File: config.mk
export PLATFORM = sky130hd
export DESIGN_NAME = ir_track_monitor
export DESIGN_NICKNAME = d
export VERILOG_FILES = /design/src/rtl/ir_pkg.sv /design/src/rtl/ir_debounce.sv /design/src/rtl/ir_track_monitor.sv
export SDC_FILE = /design/constraint.sdc
export NUM_CORES = 1
export LEC_CHECK = 0
export CAP_MARGIN = 40
export CORE_AREA = 2 2 109 132
export DETAILED_ROUTE_END_ITERATION = 8
export DIE_AREA = 0 0 111 134
export GPL_TIMING_DRIVEN = 0
export PLACE_DENSITY_LB_ADDON = 0.2
export SETUP_SLACK_MARGIN = 0.05
export SLEW_MARGIN = 40
export SYNTH_ARGS = -nofsm -noshare
export SYNTH_HDL_FRONTEND = slang
export SYNTH_SLANG_ARGS = --single-unit
File: constraint.sdc
create_clock -name clk -period 5.07 [get_ports clk]
set_clock_uncertainty 0.05 [all_clocks]
set_input_delay 1.2675 -clock clk [delete_from_list [all_inputs] [get_ports clk]]
set_output_delay 1.2675 -clock clk [all_outputs]
set_load 0.03 [all_outputs]
File: src/rtl/ir_pkg.sv
// Shared constants and types for the infrared line-tracking monitor.
package ir_pkg;

  localparam int CH_L = 2;
  localparam int CH_C = 1;
  localparam int CH_R = 0;

  localparam logic [1:0] DIR_STRAIGHT = 2'd0;
  localparam logic [1:0] DIR_LEFT     = 2'd1;
  localparam logic [1:0] DIR_RIGHT    = 2'd2;
  localparam logic [1:0] DIR_CROSS    = 2'd3;

  typedef enum logic {
    TRACK = 1'b0,
    LOST  = 1'b1
  } trk_state_e;

  // Ambiguous patterns (101, 000) keep the previous heading.
  function automatic logic [1:0] dir_decode(input logic [2:0] lvl, input logic [1:0] prev);
    logic [2:0] w_lcr;
    w_lcr = {lvl[CH_L], lvl[CH_C], lvl[CH_R]};
    case (w_lcr)
      3'b010:         return DIR_STRAIGHT;
      3'b110, 3'b100: return DIR_LEFT;
      3'b011, 3'b001: return DIR_RIGHT;
      3'b111:         return DIR_CROSS;
      default:        return prev;
    endcase
  endfunction

endpackage

File: src/rtl/ir_debounce.sv
// One sensor channel: 2-flop synchroniser followed by a consecutive-mismatch debouncer.
module ir_debounce #(
  parameter int DEB_CYCLES = 100000,
  parameter bit ACTIVE_LOW = 1'b0
) (
  input  logic clk,
  input  logic rst,
  input  logic en,
  input  logic din,
  output logic level,
  output logic toggle
);

  localparam int             CW      = $clog2(DEB_CYCLES);
  localparam logic [CW-1:0]  CNT_MAX = CW'(DEB_CYCLES - 1);

  logic          r_s1, r_s2, r_level;
  logic [CW-1:0] r_cnt;
  logic          w_mis, w_hit;

  assign w_mis  = (r_s2 != r_level);
  assign w_hit  = en && w_mis && (r_cnt == CNT_MAX);
  assign level  = r_level;
  assign toggle = w_hit;

  always_ff @(posedge clk) begin
    if (rst) begin
      r_s1    <= 1'b0;
      r_s2    <= 1'b0;
      r_level <= 1'b0;
      r_cnt   <= '0;
    end else begin
      r_s1 <= din ^ ACTIVE_LOW;
      r_s2 <= r_s1;
      // Any agreeing cycle, or disable, throws away the partial count.
      if (!en || !w_mis || w_hit) r_cnt <= '0;
      else                        r_cnt <= r_cnt + 1'b1;
      if (w_hit) r_level <= ~r_level;
    end
  end

endmodule

File: src/rtl/ir_track_monitor.sv
// Debounced 3-channel IR line tracker: direction decode, line-loss timeout and sticky change events.
module ir_track_monitor
  import ir_pkg::*;
#(
  parameter int DEB_CYCLES  = 100000,
  parameter int LOST_CYCLES = 5000000,
  parameter bit ACTIVE_LOW  = 1'b0
) (
  input  logic       clk,
  input  logic       rst,
  input  logic [2:0] sens_in,
  input  logic       enable,
  input  logic       clr,
  input  logic [2:0] clr_mask,
  output logic [2:0] state_out,
  output logic [2:0] event_pending,
  output logic       irq,
  output logic [1:0] dir,
  output logic       lost
);

  localparam int            LW   = $clog2(LOST_CYCLES);
  localparam logic [LW-1:0] LMAX = LW'(LOST_CYCLES - 1);

  logic [2:0]    w_level, w_tog;
  logic [2:0]    r_evt;
  logic [1:0]    r_dir;
  trk_state_e    r_state, w_state_nxt;
  logic [LW-1:0] r_lcnt, w_lcnt_nxt;
  logic          r_lost;

  genvar g;
  for (g = 0; g < 3; g++) begin : g_ch
    ir_debounce #(
      .DEB_CYCLES(DEB_CYCLES),
      .ACTIVE_LOW(ACTIVE_LOW)
    ) u_deb (
      .clk   (clk),
      .rst   (rst),
      .en    (enable),
      .din   (sens_in[g]),
      .level (w_level[g]),
      .toggle(w_tog[g])
    );
  end

  assign state_out     = w_level;
  assign event_pending = r_evt;
  assign irq           = |r_evt;
  assign dir           = r_dir;
  assign lost          = r_lost;

  // Set is OR-ed in after the clear so a same-cycle toggle survives.
  always_ff @(posedge clk) begin
    if (rst) begin
      r_evt <= '0;
      r_dir <= DIR_STRAIGHT;
    end else begin
      r_evt <= (r_evt & ~(clr ? clr_mask : 3'b000)) | w_tog;
      r_dir <= dir_decode(w_level, r_dir);
    end
  end

  always_ff @(posedge clk) begin
    if (rst) begin
      r_state <= TRACK;
      r_lcnt  <= '0;
      r_lost  <= 1'b0;
    end else begin
      r_state <= w_state_nxt;
      r_lcnt  <= w_lcnt_nxt;
      r_lost  <= (w_state_nxt == LOST);
    end
  end

  always_comb begin
    w_state_nxt = r_state;
    w_lcnt_nxt  = r_lcnt;
    if (!enable) begin
      w_lcnt_nxt = '0;
    end else begin
      case (r_state)
        TRACK: begin
          if (w_level == 3'b000) begin
            if (r_lcnt == LMAX) w_state_nxt = LOST;
            else                w_lcnt_nxt  = r_lcnt + 1'b1;
          end else begin
            w_lcnt_nxt = '0;
          end
        end
        LOST: begin
          if (w_level != 3'b000) begin
            w_state_nxt = TRACK;
            w_lcnt_nxt  = '0;
          end
        end
        default: w_state_nxt = TRACK;
      endcase
    end
  end

endmodule

==> results of run 1 <==
[cell families (layout without fill, tap and decap cells)]
family / Yosys count / in the layout / synth area share
xor+xnor: 47 / 47 / 0.103
flops: 89 / 89 / 0.446
simple gates: 221 / 221 / 0.297
mux: 2 / 2 / 0.00501
fa+ha+maj: 4 / 4 / 0.0125
buf+inv: 25 / 60 / 0.0298
compound gates: 66 / 66 / 0.107
[where the power goes]
part	internal [W]	switching, W	leakage [nW]
logic	0.0000114	0.0000147	0.679
clock network	0.000385	0.000267	0.149
registers	0.000702	0.00000216	0.718
total	0.00110	0.000284	1.55
[registers in the layout (all words and copies together), names as in the netlist]
register          count
r_lcnt               23
lost                  1
event_pending         3
g_ch.u_deb.r_cnt     51
g_ch.u_deb.r_s1       3
g_ch.u_deb.level      3
dir                   2
g_ch.u_deb.r_s2       3
[area by class of cell]
cell class / instances / area (µm²)
buffer: 14 / 77.6
clock buffer: 14 / 284
timing repair buffer: 19 / 190
multi-input combinational: 340 / 2090
clock inverter: 2 / 10.0
tap: 171 / 214
fill: 1383 / 8890
inverter: 11 / 41.3
sequential: 89 / 1780
[path summary, 6_finish.rpt]
path | startpoint | cells after the start | slack, ns | to
worst min-delay path | g_ch[2].u_deb.r_cnt[0] | 1 | 0.39 | g_ch[2].u_deb.r_cnt[0]
worst max-delay path | enable | 5 | 2.09 | r_lcnt[18]
worst min register to register | g_ch[2].u_deb.r_cnt[0] | 1 | 0.39 | g_ch[2].u_deb.r_cnt[0]
worst max register to register | r_lcnt[0] | 7 | 2.81 | r_lcnt[6]
[worst register-to-register path, cell delays in order (launching register included)]
cell	delay (ns)
dfxtp_1	0.41
ha_1	0.25
nand3_1	0.20
nor4_2	0.47
a21o_2	0.30
buf_4	0.22
nand2_2	0.13
a21oi_1	0.17
[per-stage QoR]
step / total power, W / utilization
after global placement: 0.000747 / 0.324
final: 0.00138 / 0.345
after floorplan: 0.000733 / -
after detailed placement: 0.000747 / 0.324
after CTS: 0.00140 / 0.345
after global routing: 0.00144 / 0.345
[layout by cell type (no fill, tap or decap), drive strengths merged, types with 2 or more instances in the layout]
master | netlist | routed
clkdlybuf4s50 | 0 | 19
a21oi | 23 | 23
nor2 | 66 | 66
clkbuf | 7 | 21
xnor2 | 22 | 22
o21bai | 2 | 2
mux2i | 2 | 2
o21ai | 15 | 15
nand3 | 25 | 25
nor2b | 9 | 9
o211ai | 3 | 3
inv | 11 | 11
or3 | 13 | 13
and3 | 10 | 10
xor2 | 25 | 25
a31oi | 2 | 2
and4 | 10 | 10
nand4 | 16 | 16
nor3 | 13 | 13
nand2 | 40 | 40
or4b | 2 | 2
or4 | 3 | 3
a41oi | 3 | 3
dfxtp | 89 | 89
buf | 7 | 7
a41o | 2 | 2
o21a | 2 | 2
clkinv | 0 | 2
nor4 | 6 | 6
ha | 4 | 4
[layer usage]
| metal | wire (µm) | GRT usage | share of wire |
|---|---|---|---|
| met1 | 4290 | 0.163 | 0.49 |
| met2 | 4170 | 0.208 | 0.47 |
| met3 | 279 | 0.0276 | 0.032 |
| met4 | 106 | 0.0458 | 0.012 |
| met5 | 0 | 0 | 0 |
==> flow_summary.toml, run 1 <==
[outcome]
outcome = "finished clean"

[logic_synthesis]
synth_seq_cells = 89
ys_top_cells_by_count = "dfxtp_1, nor2_1, nand2_1"
async_reset_ff_frac = 0
synthDistinctLibCells = 63
ys_top_cells_by_area = "dfxtp_1, nor2_1, xor2_1, xnor2_1, nand2_1"
yosysSeqAreaShare = 0.446
yosys_warnings = 0
synth_cells = 454
synthFlopType = "dfxtp_1"
synth_most_common_cell = "dfxtp_1"
syn_avg_cell_area_um2 = 8.80
synth_area_leader_cell = "dfxtp_1"
syn_nets = 468
synth_edf_count = 0
synth.top_cell.area_share = 0.446
syn_area_um2 = 4000

[cts]
clock_sinks = 89
ctsResizeCount = 0
cts_root_buf = "clkbuf_16"
cts_tree = "done"
hold_buffers = 0
cts_max_level = 3
cts_made_buffers = 9
clk_latency_ns = 0.33
clk_path_buf_depth = 2
path_clk_slew_ns = 0.06
post_cts_buffers = 0

[layout]
drive_gt1_frac = 0.0798
nNetsFinal = 498
fin_cells = 660
area_growth_pct = 17.5
final_area_um2 = 4690
diodes = 0

[route]
final_antenna_net_count = 0
route.detailed.drc = 0
via_per_inst = 4.89
detailroute.via_count = 3227
drt_wl_total_um = 8840
dr.pass1.iters = 4
wl_per_cell_um = 13.4
drtIter0Drc = 97

[worst_setup_path]
critPathKind = "primary input to flop"
path_cells = "clkdlybuf4s50_1, nor2b_1, nand2_1, or4b_2, nand2_1"
cp_max_fo = 7
cp_slowest_cell = "or4b_2"
end_kind = "flop"
crit_top_cell = "nand2_1"
cp.arrival_ns = 3.20
crit_path_start_kind = "primary input"
critPathMaxStageDelay_ns = 0.69
path_buf_inv = 1
cp.required_ns = 5.30
path_delay_family = "simple AND/OR/NAND/NOR gates"

[pwr]
p_leak_nw = 1.55
ir_drop_mv = 0.139
p_per_area_nw_per_um2 = 295

[placement]
io_buffers = 19
post-place-cells = 644
hpwl_um = 6410
place_area_um2 = 4400
gp_congestion = 0.748
post-place-ws_ns = 1.74

[timing]
period_needed_ns = 2.98
worst_pin_slew_ns = 0.694
final-max-slew-violation-count = 0
min_period_over_period = 0.587
finalSetupViolCount = 0
holdWs_ns = 0.391
tns_ns = 0
hold_viol_final = 0
fmax_ghz = 0.336
rsz0062_at_grt = "false"
relSlewSlack = 0.533
worst_slack_ns = 2.09

[floorplan]
coreArea_um2 = 13600
die_h_um = 134
die-area_um2 = 14900
ios = 20
fp.dieW_um = 111
row_count = 47
initial_core_util = 0.294

[global_routing]
grt_pass1_wl_um = 15200
grt_max_degree = 14
antenna_found_initial = 0
grt_pass1_vias = 3117
grt_util_all_layers = 0.126
grt_remaining_overflow = 0

[worst_hold_path]
worst_hold_path_type = "flop to flop"

[run]
cap_violations = 0
Note: power is estimated with default switching activity, not from simulation.
==> run 2: changes to the inputs <==
==> constraint.sdc (replaced) <==
create_clock -name clk -period 2.8 [get_ports clk]
set_clock_uncertainty 0.05 [all_clocks]
set_input_delay 0.7 -clock clk [delete_from_list [all_inputs] [get_ports clk]]
set_output_delay 0.7 -clock clk [all_outputs]
set_load 0.03 [all_outputs]
==> results of run 2 <==
Same layout as run 1 (identical final DEF). Status: finished clean.
Main changes from that run: setup slack after placement 1.74 ns -> 0.0402 ns; setup slack after layout 2.09 ns -> 0.392 ns; register-to-register setup slack 2.81 ns -> 0.54 ns; total power 0.00138 W -> 0.00250 W; worst IR drop on VDD 0.139 mV -> 0.251 mV
==> edit, RTL diff (config.mk and constraints of run 1) <==
`ACTIVE_LOW` is set to 1'b0 in 2 places; all go to 1'b1.
--- a/src/rtl/ir_debounce.sv
+++ b/src/rtl/ir_debounce.sv
@@ -1,7 +1,7 @@
 // One sensor channel: 2-flop synchroniser followed by a consecutive-mismatch debouncer.
 module ir_debounce #(
   parameter int DEB_CYCLES = 100000,
-  parameter bit ACTIVE_LOW = 1'b0
+  parameter bit ACTIVE_LOW = 1'b1
 ) (
   input  logic clk,
   input  logic rst,
--- a/src/rtl/ir_track_monitor.sv
+++ b/src/rtl/ir_track_monitor.sv
@@ -4,7 +4,7 @@
 #(
   parameter int DEB_CYCLES  = 100000,
   parameter int LOST_CYCLES = 5000000,
-  parameter bit ACTIVE_LOW  = 1'b0
+  parameter bit ACTIVE_LOW  = 1'b1
 ) (
   input  logic       clk,
   input  logic       rst,
Formal check against the unedited RTL: no difference found for any inputs over 10 cycles, from zero or initial values and one cycle with rst high; that may be too few to reach the edited logic, so the function may still have changed.
==> edit against run 1 <==
Final area about the same; utilization barely moved; total power is 5.5% higher; worst setup slack worse by 12 ps; synthesized area fell by 0.69%; non-clock buffer count increased by 5; die area stayed put; wire length fell by 5.0%; count of clock-buffer cells in the layout decreased by 2; sequential cell count unchanged; combinational power down 11%; critical endpoint is now state_out[0].
==> edit: results (changes against run 1) <==
Run status:
- Outcome: finished, final reports clean (unchanged).

Finish:
- The share of layout cells above drive strength 1 came to 5.73% (was 7.98%).
- The number of standard cells in the final layout excluding fillers is 661 (was 660).

Pwr:
- The combinational power was 23.2 uW (was 26.1 uW).
- The switching share of power is 19.6% (was 20.6%).
- The total clock network power is 732 uW (was 652 uW).
- The sum of internal, switching and leakage power is 1.46 mW (was 1.38 mW).

Global route:
- The initial antenna violation count is 1 (was 0).
- The met1 track utilization from global routing is 14.4% (was 16.3%).
- The maximum number of pins on one net before global-route repair is 15 (was 14).
- The met3 track demand over resource in global routing is 1.72% (was 2.76%).

Synthesis:
- Area contributors post-synth: sky130_fd_sc_hd__dfxtp_1 45%, sky130_fd_sc_hd__nor2_1 6.2%, sky130_fd_sc_hd__xor2_1 6.0%, sky130_fd_sc_hd__xnor2_1 4.9%, sky130_fd_sc_hd__nand3_1 3.5% (was sky130_fd_sc_hd__dfxtp_1 45%, sky130_fd_sc_hd__nor2_1 6.2%, sky130_fd_sc_hd__xor2_1 5.5%, sky130_fd_sc_hd__xnor2_1 4.8%, sky130_fd_sc_hd__nand2_1 3.7%).
- The count of mapped cells out of synthesis is 455 (was 454).
- The sequential area share after synthesis is 44.9% (was 44.6%).
- The mux cell area share after synthesis is 0.252% (was 0.501%).
- The synthesized-area fraction occupied by ao, oa, aoi and oai cells is 11.0% (was 10.7%).

Min path:
- The end point of the worst hold path is g_ch[0].u_deb.r_s2 (was g_ch[2].u_deb.r_cnt[0]).

Drt:
- The met1 routed wirelength after detailed routing was 3.95 mm (was 4.29 mm).
- The detail-routed via count per cell is 4.92 (was 4.89).
- The first-iteration detailed-routing DRC count is 79 (was 97).
- The met3 wirelength from detailed routing came to 158 um (was 279 um).
- The sum of met2 wire segment lengths after detailed routing is 4.13 mm (was 4.17 mm).
- The total routed wirelength is 8.40 mm (was 8.84 mm).

Placed design:
- The weighted congestion reported at the end of routability-driven placement came to 0.751 (was 0.748).
- The quantity of I/O buffers inserted on ports is 18 (was 19).
- The cell area after placement is 4360 um^2 (was 4400 um^2).

Setup path:
- The end point of the critical path is state_out[0] (was r_lcnt[18]).
- The delay of the slowest cell on the worst path is 660 ps (was 690 ps).
- The end of the worst register-to-register path was g_ch[1].u_deb.r_cnt[7] (was r_lcnt[6]).
- The data arrival time at the worst-slack endpoint is 1670 ps (was 3200 ps).

STA:
- The worst hold slack across all endpoints came to 385 ps (was 391 ps).
- The relative max-transition margin came to 53.9% (was 53.3%).
-- edit: cell types whose count changed after synthesis, moves of 3 or more --
cell,delta
sky130_fd_sc_hd__clkbuf_1,+3
sky130_fd_sc_hd__a21oi_1,+3
sky130_fd_sc_hd__o221a_1,+3
sky130_fd_sc_hd__o21ai_1,+5
sky130_fd_sc_hd__nor2b_1,-3
sky130_fd_sc_hd__and3_1,+5
sky130_fd_sc_hd__a41oi_1,-3
sky130_fd_sc_hd__nand2_1,-3
sky130_fd_sc_hd__nand3_1,+3
sky130_fd_sc_hd__o21ai_0,-7
-- edit: final cells by class --
class | count | area, um^2
fillers | 1406 | 8890
multi-input cells | 337 | 2040
flip-flops and latches | 89 | 1780
clock buffers | 12 | 256
well taps | 171 | 214
repair buffers | 18 | 180
plain buffers | 20 | 109
clock inverters | 4 | 73.8
inverters | 9 | 33.8
diodes | 1 | 2.50
-- edit: critical path, delay by kind of cell, from the launching register on --
| kind | cells | cell delay [ps] |
|---|---|---|
| buf+inv | 2 | 830 |
| flops | 1 | 510 |
